--- src/rtl/product_accumulator.sv ---
// product_accumulator
//   Registered, flow-controlled consumer for a 4-bit multiplier product.
//   Sums TERMS products (or fewer, when flush closes a result early) into a
//   saturating ACC_W-bit accumulator, then holds the result until downstream
//   takes it.
//
// Ports
//   clk, rst           rising-edge clock, synchronous active-high reset
//   in_valid/in_ready  product handshake; in_ready depends only on state
//   x0..x3             product bits, x0 = LSB
//   flush              close the current partial sum early (ACCUM only)
//   out_valid/out_ready result handshake
//   sum, count, ovf    result, number of products in it, saturation flag
module product_accumulator #(
  parameter int ACC_W = 8,
  parameter int TERMS = 4,
  parameter int CNT_W = 4
) (
  input  logic             clk,
  input  logic             rst,
  input  logic             in_valid,
  output logic             in_ready,
  input  logic             x0,
  input  logic             x1,
  input  logic             x2,
  input  logic             x3,
  input  logic             flush,
  output logic             out_valid,
  input  logic             out_ready,
  output logic [ACC_W-1:0] sum,
  output logic [CNT_W-1:0] count,
  output logic             ovf
);

  typedef enum logic {ACCUM = 1'b0, HOLD = 1'b1} state_t;

  localparam logic [CNT_W-1:0] TERMS_C = CNT_W'(TERMS);

  state_t           r_state, w_state_next;
  logic [ACC_W-1:0] r_acc;
  logic [CNT_W-1:0] r_cnt;
  logic             r_ovf_int;
  logic [ACC_W-1:0] r_sum;
  logic [CNT_W-1:0] r_count;
  logic             r_ovf;

  logic [ACC_W-1:0] w_p;
  logic [ACC_W:0]   w_raw;
  logic             w_accept;
  logic             w_sat;
  logic [ACC_W-1:0] w_acc_next;
  logic [CNT_W-1:0] w_cnt_next;
  logic             w_ovf_next;
  logic             w_to_hold;
  logic             w_release;

  assign w_p      = ACC_W'({x3, x2, x1, x0});
  assign in_ready = (r_state == ACCUM);
  assign out_valid = (r_state == HOLD);
  assign sum      = r_sum;
  assign count    = r_count;
  assign ovf      = r_ovf;

  assign w_accept  = in_valid && in_ready;
  assign w_release = out_valid && out_ready;

  // One extra bit catches the carry that signals saturation.
  assign w_raw = {1'b0, r_acc} + {1'b0, w_p};
  assign w_sat = w_accept && w_raw[ACC_W];

  always_comb begin
    w_acc_next   = r_acc;
    w_cnt_next   = r_cnt;
    w_ovf_next   = r_ovf_int;
    w_to_hold    = 1'b0;
    w_state_next = r_state;
    if (w_accept) begin
      w_acc_next = w_sat ? {ACC_W{1'b1}} : w_raw[ACC_W-1:0];
      w_cnt_next = r_cnt + 1'b1;
      w_ovf_next = r_ovf_int | w_sat;
    end
    case (r_state)
      ACCUM: begin
        // A flush in the same cycle as an accept includes that term.
        if ((w_accept && w_cnt_next == TERMS_C) ||
            (flush && w_cnt_next != '0)) begin
          w_to_hold    = 1'b1;
          w_state_next = HOLD;
        end
      end
      HOLD: begin
        if (w_release) w_state_next = ACCUM;
      end
      default: w_state_next = ACCUM;
    endcase
  end

  always_ff @(posedge clk) begin
    if (rst) begin
      r_state   <= ACCUM;
      r_acc     <= '0;
      r_cnt     <= '0;
      r_ovf_int <= 1'b0;
      r_sum     <= '0;
      r_count   <= '0;
      r_ovf     <= 1'b0;
    end else begin
      r_state <= w_state_next;
      if (w_to_hold) begin
        r_sum   <= w_acc_next;
        r_count <= w_cnt_next;
        r_ovf   <= w_ovf_next;
      end
      // Accumulator clears on handoff so the next result starts from zero.
      if (w_release) begin
        r_acc     <= '0;
        r_cnt     <= '0;
        r_ovf_int <= 1'b0;
      end else begin
        r_acc     <= w_acc_next;
        r_cnt     <= w_cnt_next;
        r_ovf_int <= w_ovf_next;
      end
    end
  end

endmodule

--- config.mk ---
export PLATFORM = sky130hd
export DESIGN_NAME = product_accumulator
export DESIGN_NICKNAME = d
export VERILOG_FILES = /design/src/rtl/product_accumulator.sv
export SDC_FILE = /design/constraint.sdc
export NUM_CORES = 1
export LEC_CHECK = 0
export CAP_MARGIN = 25
export CORE_ASPECT_RATIO = 1.75
export CORE_MARGIN = 3
export CORE_UTILIZATION = 46
export CTS_CLUSTER_SIZE = 25
export DETAILED_ROUTE_END_ITERATION = 10
export GPL_TIMING_DRIVEN = 0
export PLACE_DENSITY = 0.76
export SYNTH_ARGS = -nofsm -noshare
export SYNTH_HDL_FRONTEND = slang
export SYNTH_SLANG_ARGS = --single-unit
--- constraint.sdc ---
create_clock -name clk -period 2.1 [get_ports clk]
set_clock_uncertainty 0.1 [all_clocks]
set_input_delay 0.42 -clock clk [delete_from_list [all_inputs] [get_ports clk]]
set_output_delay 0.42 -clock clk [all_outputs]
set_load 0.02 [all_outputs]
* After elaboration in Yosys (flattened, before gate mapping)
Cells that the tools add are included.
Cells by class: $add $sub $neg 2, eq/ne operators 1, multiplexer cells 8, bitwise gates (word level) 2, reduce and logical (&&, ||, !) cells 8
Operators by type and width (number):
- 8-bit two-way mux | 2
- 8-bit by 4-bit adder with 9-bit output | 1
- 1-bit logical AND | 5
- 4-bit by 1-bit adder with 4-bit output (second input constant) | 1
- 4-bit by 3-bit == test with 1-bit output (second input constant) | 1
- 1-bit two-way mux | 4
- 4-bit two-way mux | 1
- 4-bit nonzero test | 1
- 1-bit case mux with 2 select lines | 1
- 2-bit OR reduction | 1
- 1-bit logical OR | 1
- 1-bit NOT | 1
- 1-bit OR | 1
Storage, ports and cells: flip-flop bits (word level) 27, output and inout port bits 15

* Longest topological paths before layout
word-level depth 8, mapped depth 7, mapped depth without buffers 7

* Worst setup path before layout
No wires, ideal clock.
kind in2reg, start point input x0, end point register r_sum[5], in the netlist sum[5], setup time 0.132 ns, arrival time 2.004 ns, data required time 1.868 ns, setup slack -0.136 ns, stages 6, buffers on the path 0, cell sequence ha_1 fa_1 a211o_1 nand3_1 nor4b_1 o41ai_2
Between the ends: cells in the longest elaborated chain, start to end 4
RTL lines:
- start, declared | line 23 | input logic x0,
- 8-bit by 4-bit adder with 9-bit output (*) | line 68 | assign w_raw = {1'b0, r_acc} + {1'b0, w_p};
- 1-bit logical AND | line 69 | assign w_sat = w_accept && w_raw[ACC_W];
- 8-bit two-way mux (*) | line 78 | w_acc_next = w_sat ? {ACC_W{1'b1}} : w_raw[ACC_W-1:0];
- 8-bit two-way mux (*) | line 77 | if (w_accept) begin
- end signal, assigned | line 110 | r_sum <= w_acc_next;
- end, declared | line 43 | logic [ACC_W-1:0] r_sum;
Every way passes the cells marked *; elsewhere a longest branch is shown, timed or not. A chain may end at the register's enable or synchronous reset.

* Worst setup path in the final report
start point register r_acc[0], end point register r_sum[4], in the netlist sum[4]
Between the ends: cells in the longest elaborated chain, start to end 4
RTL lines:
- start, declared | line 40 | logic [ACC_W-1:0] r_acc;
- start signal, assigned | line 120 | r_acc <= w_acc_next;
- 8-bit by 4-bit adder with 9-bit output (*) | line 68
- 1-bit logical AND | line 69
- 8-bit two-way mux (*) | line 78
- 8-bit two-way mux (*) | line 77
Marked as above.

==> summary.txt <==
Run status
  • Outcome: finished clean

Global route
  • Overflow after GRT: 0
  • Vias in the first global route: roughly 1,400
  • Pin count of the biggest net entering global routing: 17
  • Initial antenna violation count: 0
  • First-pass GRT wire length: 6270 µm
  • Global Route Usage Sum: 0.233

Job
  • Max-capacitance violation count: 0

Worst setup path
  • Largest stage delay on the critical path: 370 ps
  • Reg-to-reg endpoint: sum[4]
  • R2r worst-path depth: 7
  • CP Max Fanout: 3
  • Slowest CP cell: fa_2
  • Worst R2R Setup Slack: 50 ps
  • Worst Setup End Kind: flop
  • Worst-path cell chain: ha_4 -> fa_2 -> a211o_1 -> a31oi_1 -> a21o_1 -> nor4_2 -> a31o_1
  • CP Data Required Time: ~2200 ps
  • Worst EP arrival: about 2100 ps
  • FF-to-FF Start: r_acc[0]
  • CP Launch Type: flop
  • Crit Path Class: flop to flop

Min path
  • End of the worst hold path: sum[2]
  • Min-delay worst type: flop to flop
  • Hold path start: sum[2]
  • Worst Hold Depth: 2

Synthesis
  • Synth top area cells: dfxtp_1 (40%), ha_1 (4.6%), a211oi_1 (4.4%)
  • Mapped Cells: between 100 and 150
  • Sequential area share after synthesis: 0.397
  • Share of the synthesized area in the top cell type: 0.397
  • Fraction of registers with async set/reset: 0
  • Top-count cell post-synth: dfxtp_1
  • Mapped Area: 1360 µm²
  • Synth Warn #: 0
  • EDFF count, synth: 0
  • Post-synth net total: 158
  • Yosys reg bits: 27
  • Top post-synthesis cells by count: dfxtp_1 (27), nor2_1 (15), a21oi_1 (9)
  • Top FF cell, synth: dfxtp_1
  • Avg Cell Area, Syn: about 9.5 µm²
  • Largest area contributor in the synthesized netlist: dfxtp_1
  • Netlist cell types: 48

Layout
  • Layout cells sized above 1: 0.273
  • N_diodes: 0
  • Final Core Density: 0.693
  • Final cell count without fillers: about 200
  • Fin nets: approximately 190
  • Synth-to-layout area growth: 40.3%
  • Fillers: 226

Routing
  • DRT iter0 DRCs: 17
  • Final wirelength: around 3800 µm
  • WL per Instance: 18.6 µm
  • Via count: approximately 1,300
  • Post-route ant nets: 0
  • DR vias/cell: 6.35
  • Residual DRC: 0
  • Pre-antenna DRT Iters: 4

Timing
  • Endpoints failing setup: 0
  • Setup TNS: 0 ps
  • Relative slew slack: 0.647
  • Max-slew violations: 0
  • WHS: about 360 ps
  • Fmax: 0.489 GHz
  • Final Cycle Share: 0.974
  • Final Hold Viols: 0
  • RSZ-0062 raised after global routing: true
  • Min Clock Period, post-route: 2050 ps
  • Slew @ Worst Pin: 529 ps

Placed design
  • Port bufs: 23
  • DP HPWL: 2730 µm
  • Post-placement cell count: around 190
  • Gp weighted congestion: 0.806

Clock network
  • Post-CTS Hold Buffers: 0
  • Clk sinks: 27
  • Clock Path Buffers: 2
  • Skew-Pair Late Insertion Delay: 280 ps
  • H-tree levels: 1
  • Clk pin slew, worst setup/hold paths: 100 ps
  • CTS tree: done
  • Root buf cell: clkbuf_8
  • Num CTS Buffers: 3

Floorplanning
  • Core Area: 2750 µm²
  • Row cnt: 25
  • Die area: 3670 µm²
  • Chip width: between 40 and 50 µm
  • Die Span Y: just under 80 µm
  • Ports: 24
  • Initial Util: 0.494

Pwr
  • Maximum VDD drop: 0.000680 V
  • Pwr per Cell Area: 747 nW/µm²
  • Leak Pwr: 0.670 nW
## flip-flops by register name, indices dropped and copies added, names as in the netlist
name	count
r_cnt	4
r_acc	8
count	4
r_ovf_int	1
out_valid	1
ovf	1
sum	8
## routing by layer
layer,wire length [µm],global-route usage
met1,1370,0.248
met2,2250,0.440
met3,80,0.0209
met4,70,0.0720
met5,0,0
## worst max-delay path by stage
stage	depth (start not counted)	endpoint	from	slack [ps]
after floorplan	7	sum[6]	x0	30
after global placement	8	sum[6]	x0	-620
after detailed placement	8	sum[6]	x0	-700
after CTS	6	sum[5]	r_cnt[1]	10
after global routing	7	sum[4]	r_acc[0]	-30
final	7	sum[4]	r_acc[0]	50
## timing repair
item                       CTS  global route
pin swaps                   10            10
gates resized for setup     30            10
buffers inserted             4             2
setup endpoints to repair   22            15
## report_power, final
part / internal, mW / switching, mW / total [mW]
Clock: 0.135 / 0.171 / 0.306
Combinational: 0.237 / 0.282 / 0.520
Sequential: 0.558 / 0.0417 / 0.600
Total: 0.930 / 0.495 / 1.43
## metrics by stage
step                      instance area, µm²  total power, mW  setup WS (ps)
after floorplan                         1370            0.881           32.5
after global placement                  1640             1.01           -624
after detailed placement                1640             1.03           -699
after CTS                               1850             1.39           13.4
after global routing                    1910             1.49          -26.6
final                                   1910             1.43           53.7
## cells in the final DEF, fill, tap and decap left out, types with 2 or more instances in the layout
cell type / synthesis / final
o31ai_1: 3 / 2
buf_4: 0 / 6
clkbuf_2: 0 / 2
a211oi_1: 8 / 7
clkbuf_8: 0 / 3
nand2_1: 4 / 4
a21oi_2: 0 / 2
nor2_1: 15 / 15
o21ai_1: 2 / 3
a211o_1: 2 / 2
dfxtp_2: 0 / 2
xnor2_1: 3 / 3
and4_1: 3 / 3
nor4_2: 0 / 3
a31o_1: 4 / 4
ha_4: 0 / 3
or2_2: 3 / 3
dlygate4sd2_1: 0 / 3
o211ai_1: 5 / 5
a21oi_1: 9 / 7
dfxtp_1: 27 / 25
clkbuf_1: 3 / 2
mux2i_1: 2 / 2
a31oi_1: 4 / 2
buf_6: 2 / 2
inv_1: 2 / 2
ha_1: 5 / 2
clkdlybuf4s50_1: 0 / 18
## cells by family (layout without fill, tap and decap cells)
kind of cell	count (synthesis)	count (layout)	synth area share
flops	27	27	0.397
mux	2	2	0.0147
simple gates	48	48	0.215
xor+xnor	5	5	0.0322
fa+ha+maj	6	6	0.0607
buf+inv	8	41	0.0331
compound gates	47	47	0.247
## critical path, delay by kind of cell, from the launching register on
kind	cells	cell delay, ps
AO/OA/AOI/OAI	4	910
adder cells (fa/ha/maj)	2	530
flip-flops	1	350
AND/OR/NAND/NOR	1	50
## layout make-up
class	count	area, µm²	area share
multi-input cells	108	967	0.507
plain buffers	6	38.8	0.0203
inverters	2	7.51	0.00393
clock inverters	1	7.51	0.00393
repair buffers	29	269	0.141
flip-flops and latches	27	543	0.285
clock buffers	3	41.3	0.0216
well taps	27	33.8	0.0177
No activity file was read; power rests on OpenSTA's default activity.
